<file path="config.mk">
export PLATFORM = sky130hd
export DESIGN_NAME = pkt_arbiter4
export DESIGN_NICKNAME = d
export VERILOG_FILES = /design/src/rtl/pkt_arbiter4.sv
export SDC_FILE = /design/constraint.sdc
export NUM_CORES = 1
export LEC_CHECK = 0
export BUFFER_PORTS_ARGS = -buffer_cell sky130_fd_sc_hd__buf_2
export CAP_MARGIN = 10
export CORE_AREA = 2 2 131 133
export DETAILED_ROUTE_END_ITERATION = 12
export DIE_AREA = 0 0 133 135
export PLACE_DENSITY = 0.61
export SYNTH_ARGS = -nofsm -noshare
export SYNTH_HDL_FRONTEND = slang
export SYNTH_SLANG_ARGS = --single-unit
</file>
<file path="constraint.sdc">
create_clock -name CLK -period 4.03 [get_ports CLK]
set_clock_uncertainty 0.2 [all_clocks]
set_input_delay 0.403 -clock CLK [delete_from_list [all_inputs] [get_ports CLK]]
set_output_delay 0.403 -clock CLK [all_outputs]
set_load 0.01 [all_outputs]
</file>
<file path="src/rtl/pkt_arbiter4.sv">
// Four-port round-robin packet arbiter. Grants one requester per packet
// (header plus N payload flits) and drives a single registered output port.
module pkt_arbiter4 #(
    parameter int unsigned W = 64
) (
    input  logic           CLK,
    input  logic           RST,
    input  logic [4*W-1:0] D,
    input  logic [3:0]     D_VALID,
    output logic [3:0]     D_BP,
    output logic [W-1:0]   Q,
    output logic           Q_VALID,
    input  logic           Q_BP,
    output logic           Q_SOF,
    output logic [3:0]     GRANT
);

    localparam logic [0:0] StIdle = 1'b0;
    localparam logic [0:0] StBusy = 1'b1;

    logic [0:0]   state_q, state_d;
    logic [3:0]   grant_q, grant_d;
    logic [1:0]   sel_q, sel_d;
    logic [1:0]   last_q, last_d;
    logic [7:0]   cnt_q, cnt_d;
    logic         hdr_q, hdr_d;
    logic [W-1:0] q_q, q_d;
    logic         q_valid_q, q_valid_d;
    logic         q_sof_q, q_sof_d;

    logic         out_ready;
    logic         xfer;
    logic         last_flit;
    logic [W-1:0] sel_flit;
    logic [1:0]   pick;
    logic [1:0]   cand;
    logic         found;

    // The output register can take a new flit when empty or draining this cycle.
    assign out_ready = !q_valid_q || !Q_BP;
    assign xfer      = (state_q == StBusy) && out_ready && D_VALID[sel_q];
    assign last_flit = hdr_q ? (sel_flit[7:0] == 8'd0) : (cnt_q == 8'd1);

    always_comb begin
        sel_flit = '0;
        for (int i = 0; i < 4; i++) begin
            if (grant_q[i]) begin
                sel_flit = D[i*W +: W];
            end
        end
    end

    always_comb begin
        for (int i = 0; i < 4; i++) begin
            D_BP[i] = !((state_q == StBusy) && grant_q[i] && out_ready);
        end
    end

    // Round-robin search starting one past the last granted port.
    always_comb begin
        pick  = last_q;
        cand  = '0;
        found = 1'b0;
        for (int k = 1; k <= 4; k++) begin
            cand = last_q + 2'(k);
            if (!found && D_VALID[cand]) begin
                pick  = cand;
                found = 1'b1;
            end
        end
    end

    always_comb begin
        state_d = state_q;
        grant_d = grant_q;
        sel_d   = sel_q;
        last_d  = last_q;
        cnt_d   = cnt_q;
        hdr_d   = hdr_q;
        case (state_q)
            StIdle: begin
                if (found) begin
                    state_d = StBusy;
                    grant_d = 4'b0001 << pick;
                    sel_d   = pick;
                    hdr_d   = 1'b1;
                end
            end
            StBusy: begin
                if (xfer) begin
                    if (hdr_q) begin
                        cnt_d = sel_flit[7:0];
                        hdr_d = 1'b0;
                    end else begin
                        cnt_d = cnt_q - 8'd1;
                    end
                    if (last_flit) begin
                        state_d = StIdle;
                        grant_d = 4'b0000;
                        last_d  = sel_q;
                    end
                end
            end
            default: begin
                state_d = StIdle;
                grant_d = 4'b0000;
            end
        endcase
    end

    always_comb begin
        q_d       = q_q;
        q_valid_d = q_valid_q;
        q_sof_d   = q_sof_q;
        if (xfer) begin
            q_d       = sel_flit;
            q_valid_d = 1'b1;
            q_sof_d   = hdr_q;
        end else if (q_valid_q && !Q_BP) begin
            q_valid_d = 1'b0;
            q_sof_d   = 1'b0;
        end
    end

    always_ff @(posedge CLK or posedge RST) begin
        if (RST) begin
            state_q   <= StIdle;
            grant_q   <= 4'b0000;
            sel_q     <= 2'd0;
            last_q    <= 2'd3;
            cnt_q     <= 8'd0;
            hdr_q     <= 1'b0;
            q_q       <= '0;
            q_valid_q <= 1'b0;
            q_sof_q   <= 1'b0;
        end else begin
            state_q   <= state_d;
            grant_q   <= grant_d;
            sel_q     <= sel_d;
            last_q    <= last_d;
            cnt_q     <= cnt_d;
            hdr_q     <= hdr_d;
            q_q       <= q_d;
            q_valid_q <= q_valid_d;
            q_sof_q   <= q_sof_d;
        end
    end

    assign GRANT   = grant_q;
    assign Q       = q_q;
    assign Q_VALID = q_valid_q;
    assign Q_SOF   = q_sof_q;

endmodule

</file>
-- Yosys cells after proc, flatten, opt, wreduce, memory -nomap -nowiden
Index checks and enable logic that the tools add are counted.
- bitwise gates (word level): 1
- add/sub/neg operators: 4
- shift operators: 1
- equal/unequal tests: 4
- mux-type cells: 38
- reduce and logical (&&, ||, !) cells: 31
- magnitude comparators: 5
- operators by type and width (kind ; count):
    two-way mux 64 bit ; 4
    two-way mux 1 bit ; 18
    less-than comparator 2 x 3 -> 1 bit (second input constant) ; 5
    logical AND 1 bit ; 14
    two-way mux 4 bit ; 3
    binary-select mux 1 bit (select 2 bit) ; 5
    logical NOT 1 bit ; 9
    == test 8 x 1 -> 1 bit (second input constant) ; 1
    logical NOT 8 bit ; 1
    two-way mux 2 bit ; 4
    two-way mux 8 bit ; 1
    case mux 4 bit (2 select lines) ; 1
    subtractor 8 x 1 -> 8 bit (second input constant) ; 1
    AND reduction 2 bit ; 3
    AND reduction 3 bit ; 2
    adder 2 bit (second input constant) ; 2
    inequality test 2 x 1 -> 1 bit (second input constant) ; 2
    case mux 1 bit (2 select lines) ; 2
    << shifter 1 x 2 -> 4 bit (first input constant) ; 1
    adder 2 x 1 -> 2 bit (second input constant) ; 1
    inequality test 2 bit (second input constant) ; 1
    nonzero test 2 bit ; 1
    logical OR 1 bit ; 1
    inverter 1 bit ; 1
- output and inout port bits: 74
- register bits: 84
- word-level logic and storage cells: 93
- input port bits: 263

-- Logic depth before layout (Yosys ltp)
- word-level depth: 16
- gate-level depth with buffers: 9
- mapped depth without buffers: 6

-- Worst setup path before layout
Ideal clock, no wire load.
- path kind: register to register
- from: register grant_q[2], in the netlist GRANT[2]
- to: register last_q[0]
- data arrival time: 2.254 ns
- data required time: 3.748 ns
- path buffers: 2
- library setup time: 0.082 ns
- clock period less this slack: 2.536 ns
- setup slack: 1.494 ns
- stages on the path, launching flop included: 9
- path through: dfrtp_1 buf_6 or2_1 buf_2 a221oi_1 nor2_1 or4_4 o22ai_4 mux2_4
- longest elaborated chain between the ends: 5
- ends and longest elaborated chain (element ; line ; RTL):
    from (decl) ; 22 ; logic [3:0] grant_q, grant_d;
    from (signal assigned) ; 138 ; grant_q <= grant_d;
    two-way mux 64 bit (2 in series) ; 47 ; if (grant_q[i]) begin
    logical NOT 8 bit ; 42 ; assign last_flit = hdr_q ? (sel_flit[7:0] == 8'd0) : (cnt_q == 8'd1);
    two-way mux 1 bit ; 42 ;
    AND reduction 3 bit (no line) ; -- ;
    to (signal assigned) ; 140 ; last_q <= last_d;
    to (decl) ; 24 ; logic [1:0] last_q, last_d;
No other way between the ends.
A chain may end at the register's enable or synchronous reset.

-- Worst setup path in the final report
- from: register grant_q[3], in the netlist GRANT[3]
- to: register last_q[1]
- longest elaborated chain between the ends: 4
- ends and longest elaborated chain (element ; line):
    two-way mux 64 bit ; 47
    logical NOT 8 bit ; 42
    two-way mux 1 bit ; 42
    AND reduction 3 bit (no line) ; --
No other way between the ends.

==> impl_metrics.json <==
{
  "status": "completed",
  "wl_per_cell_um": 16.74,
  "tns_ns": 0,
  "ys.warnings.count": 0,
  "synth_edf_count": 0,
  "synth_top_area_share": 0.4041,
  "post_cts_resized": 0,
  "cts_tree": "done",
  "criticalPathCategory": "register to register",
  "clk_pin_slew_ns": 0.07,
  "place_hpwl_mm": 14.19,
  "drc_errors": 0,
  "crit_path_start_kind": "register",
  "port_buffers": 336,
  "numCtsBuffers": 9,
  "die-area_um2": 17960,
  "combPwrFrac": 0.529,
  "postCtsSetupBuffers": 0,
  "die_w_um": 133,
  "final_area_um2": 7231,
  "synthTopCellsByArea": "dfrtp_1, a221oi_1, o21ai_0, nand2_1, a21oi_1",
  "vias": 5885,
  "worst_hold_path.num_cells": 3,
  "clk-insertion-delay-late_ns": 0.35,
  "p_sw_frac": 0.4587,
  "core_um2": 16410,
  "initialDrtViolationCount": 417,
  "period_minus_slack_ns": 3.077,
  "finalHoldViolCount": 0,
  "setup_viol": 0,
  "p_sw_uw": 2564,
  "wl_mm": 19.56,
  "drtAntennaViolNets": 0,
  "layout_common_cells": "buf_2, nand2_1, dfrtp_1, o21ai_0, nor2_1",
  "yosysSeqAreaShare": 0.4145,
  "cp_data_required_time_ns": 4.11,
  "cellPowerDensity_nw_per_um2": 773.1,
  "grt_max_degree": 141,
  "start_util": 0.3095,
  "p_clk_frac": 0.171,
  "grt.overflow.total": 0,
  "final_common_cell": "buf_2",
  "ir_worst_vdd_v": 0.0004263,
  "synth_top_area_cell": "dfrtp_1",
  "first_pass_iters": 5,
  "relSlewSlack": 0.2869,
  "cts_root_buf": "clkbuf_16",
  "crit_fanout": 68,
  "r2r_end": "last_q[1]",
  "grt_pass1_vias": 5475,
  "r2r_start": "GRANT[3]",
  "rows": 47,
  "clockBufferDepth": 2,
  "cts_sinks": 84,
  "async_flop_share": 1.000,
  "place_area_um2": 6875,
  "syn_inst": 646,
  "fillers": 1722,
  "fin_nets": 1207,
  "syn_area_per_cell_um2": 7.860,
  "place_congestion": 0.8272,
  "arrival_ns": 3.16,
  "rsz0062_at_grt": "no",
  "reg2reg_depth": 6,
  "netlist_area_um2": 5077,
  "p_leak_uw": 0.003523,
  "fin_crit_sh": 0.7634,
  "end_kind": "register",
  "via_per_inst": 5.034,
  "fp.dieH_um": 135,
  "h-tree-depth": 3,
  "antenna_found_initial": 3,
  "ys_seq_elements": 84,
  "syn2layout_area_growth_pct": 42.41,
  "syn-num-nets": 911,
  "power.internal_uw": 3026,
  "ys_types": 48,
  "ios": 337,
  "pwr-share-seq": 0.299,
  "tightest_slew_ns": 1.068,
  "synthFlopType": "dfrtp_1",
  "rrSetupSlack_ns": 0.95,
  "drv_cap": 0,
  "holdCritPathClass": "input port to register",
  "drive_gt1_frac": 0.4023,
  "whs_endpoint": "Q_VALID",
  "maxSlewViolCount": 0,
  "hold_path.startpoint": "Q_BP",
  "grt_pass1_wl_mm": 29.64,
  "max_freq_mhz": 325.0,
  "gr-usage-all-layers": 0.2130
}
-- cells in the mapped netlist (3+ instances only) --
cell type  number
buf_1           7
a21oi_1        65
o22ai_1        11
buf_2           5
nand2_1        90
clkbuf_1       46
inv_1           9
a32oi_1         3
a221oi_1       61
dfrtp_1        82
nor3_1         61
o21ai_0        79
nor2b_1         3
nor2_1         76
-- flip-flops by register name, indices dropped and copies added (netlist names) --
| signal | count |
|---|---|
| Q_SOF | 1 |
| GRANT | 4 |
| last_q | 2 |
| Q | 64 |
| Q_VALID | 1 |
| sel_q | 2 |
| cnt_q | 8 |
| state_q | 1 |
| hdr_q | 1 |
-- area by class of cell --
type                    instances  area [µm²]  area share
flip-flops and latches         84        2111      0.2919
multi-input cells             491        2693      0.3724
inverters                      11       42.54    0.005883
well taps                     220       275.3     0.03807
clock inverters                 6       111.4     0.01540
repair buffers                345        1764      0.2440
diodes                          2       5.005   0.0006922
clock buffers                  10       229.0     0.03167
-- kinds of logic after synthesis --
group | Yosys count | share of synthesized area
AND/OR/NAND/NOR | 246 | 0.2100
multiplexers | 5 | 0.01232
adder cells (fa/ha/maj) | 2 | 0.004928
buffers and inverters | 71 | 0.05668
AO/OA/AOI/OAI | 238 | 0.3016
flip-flops | 84 | 0.4145
-- power by group through the flow --
stage,sequential (µW),clock (µW),combinational (µW)
floorplan,1630,0,1990
global placement,1670,0,2960
detailed placement,1680,0,2990
CTS,1680,988,2990
global route,1750,1020,3340
finish,1670,958,2960
-- worst max-delay path, stage by stage (launching register included) --
cell     delay [ns]
dfrtp_4        0.85
inv_2          0.22
o22a_1         0.27
a211o_1        0.29
or4_4          0.52
o22ai_4        0.31
mux2_4         0.33
-- repair_timing --
action,CTS,global route
endpoints found under the hold margin,34,0
setup endpoints to repair,0,0
hold buffers,1,0
-- metrics by stage --
stage                       util  hold WS [ns]  worst slack, ns  power [µW]  cells
after floorplan                -        0.2494            1.265        3616    646
after global placement    0.4191        0.2562           0.9729        4629   1150
after detailed placement  0.4191        0.2648           0.9669        4677   1150
after CTS                 0.4404       0.07374           0.9400        5653   1167
after global routing      0.4406        0.1039           0.8080        6116   1168
final                     0.4407       0.08756           0.9533        5590   1169
-- layer usage --
layer  GRT usage  wire (µm)
met2      0.3699       9959
met5           0         11
met3     0.05368       1409
met4     0.06093        289
met1      0.2626       7893
-- how the worst max path moves through the flow --
| stage | from | depth (start not counted) | slack (ns) | endpoint |
|---|---|---|---|---|
| floorplan | RST | 1 | 1.27 | GRANT[0] |
| global placement | GRANT[3] | 6 | 0.97 | last_q[0] |
| detailed placement | GRANT[3] | 6 | 0.97 | last_q[0] |
| CTS | GRANT[3] | 6 | 0.94 | last_q[0] |
| global route | GRANT[3] | 6 | 0.81 | last_q[1] |
| finish | GRANT[3] | 6 | 0.95 | last_q[1] |
No activity file was read; power rests on OpenSTA's default activity.
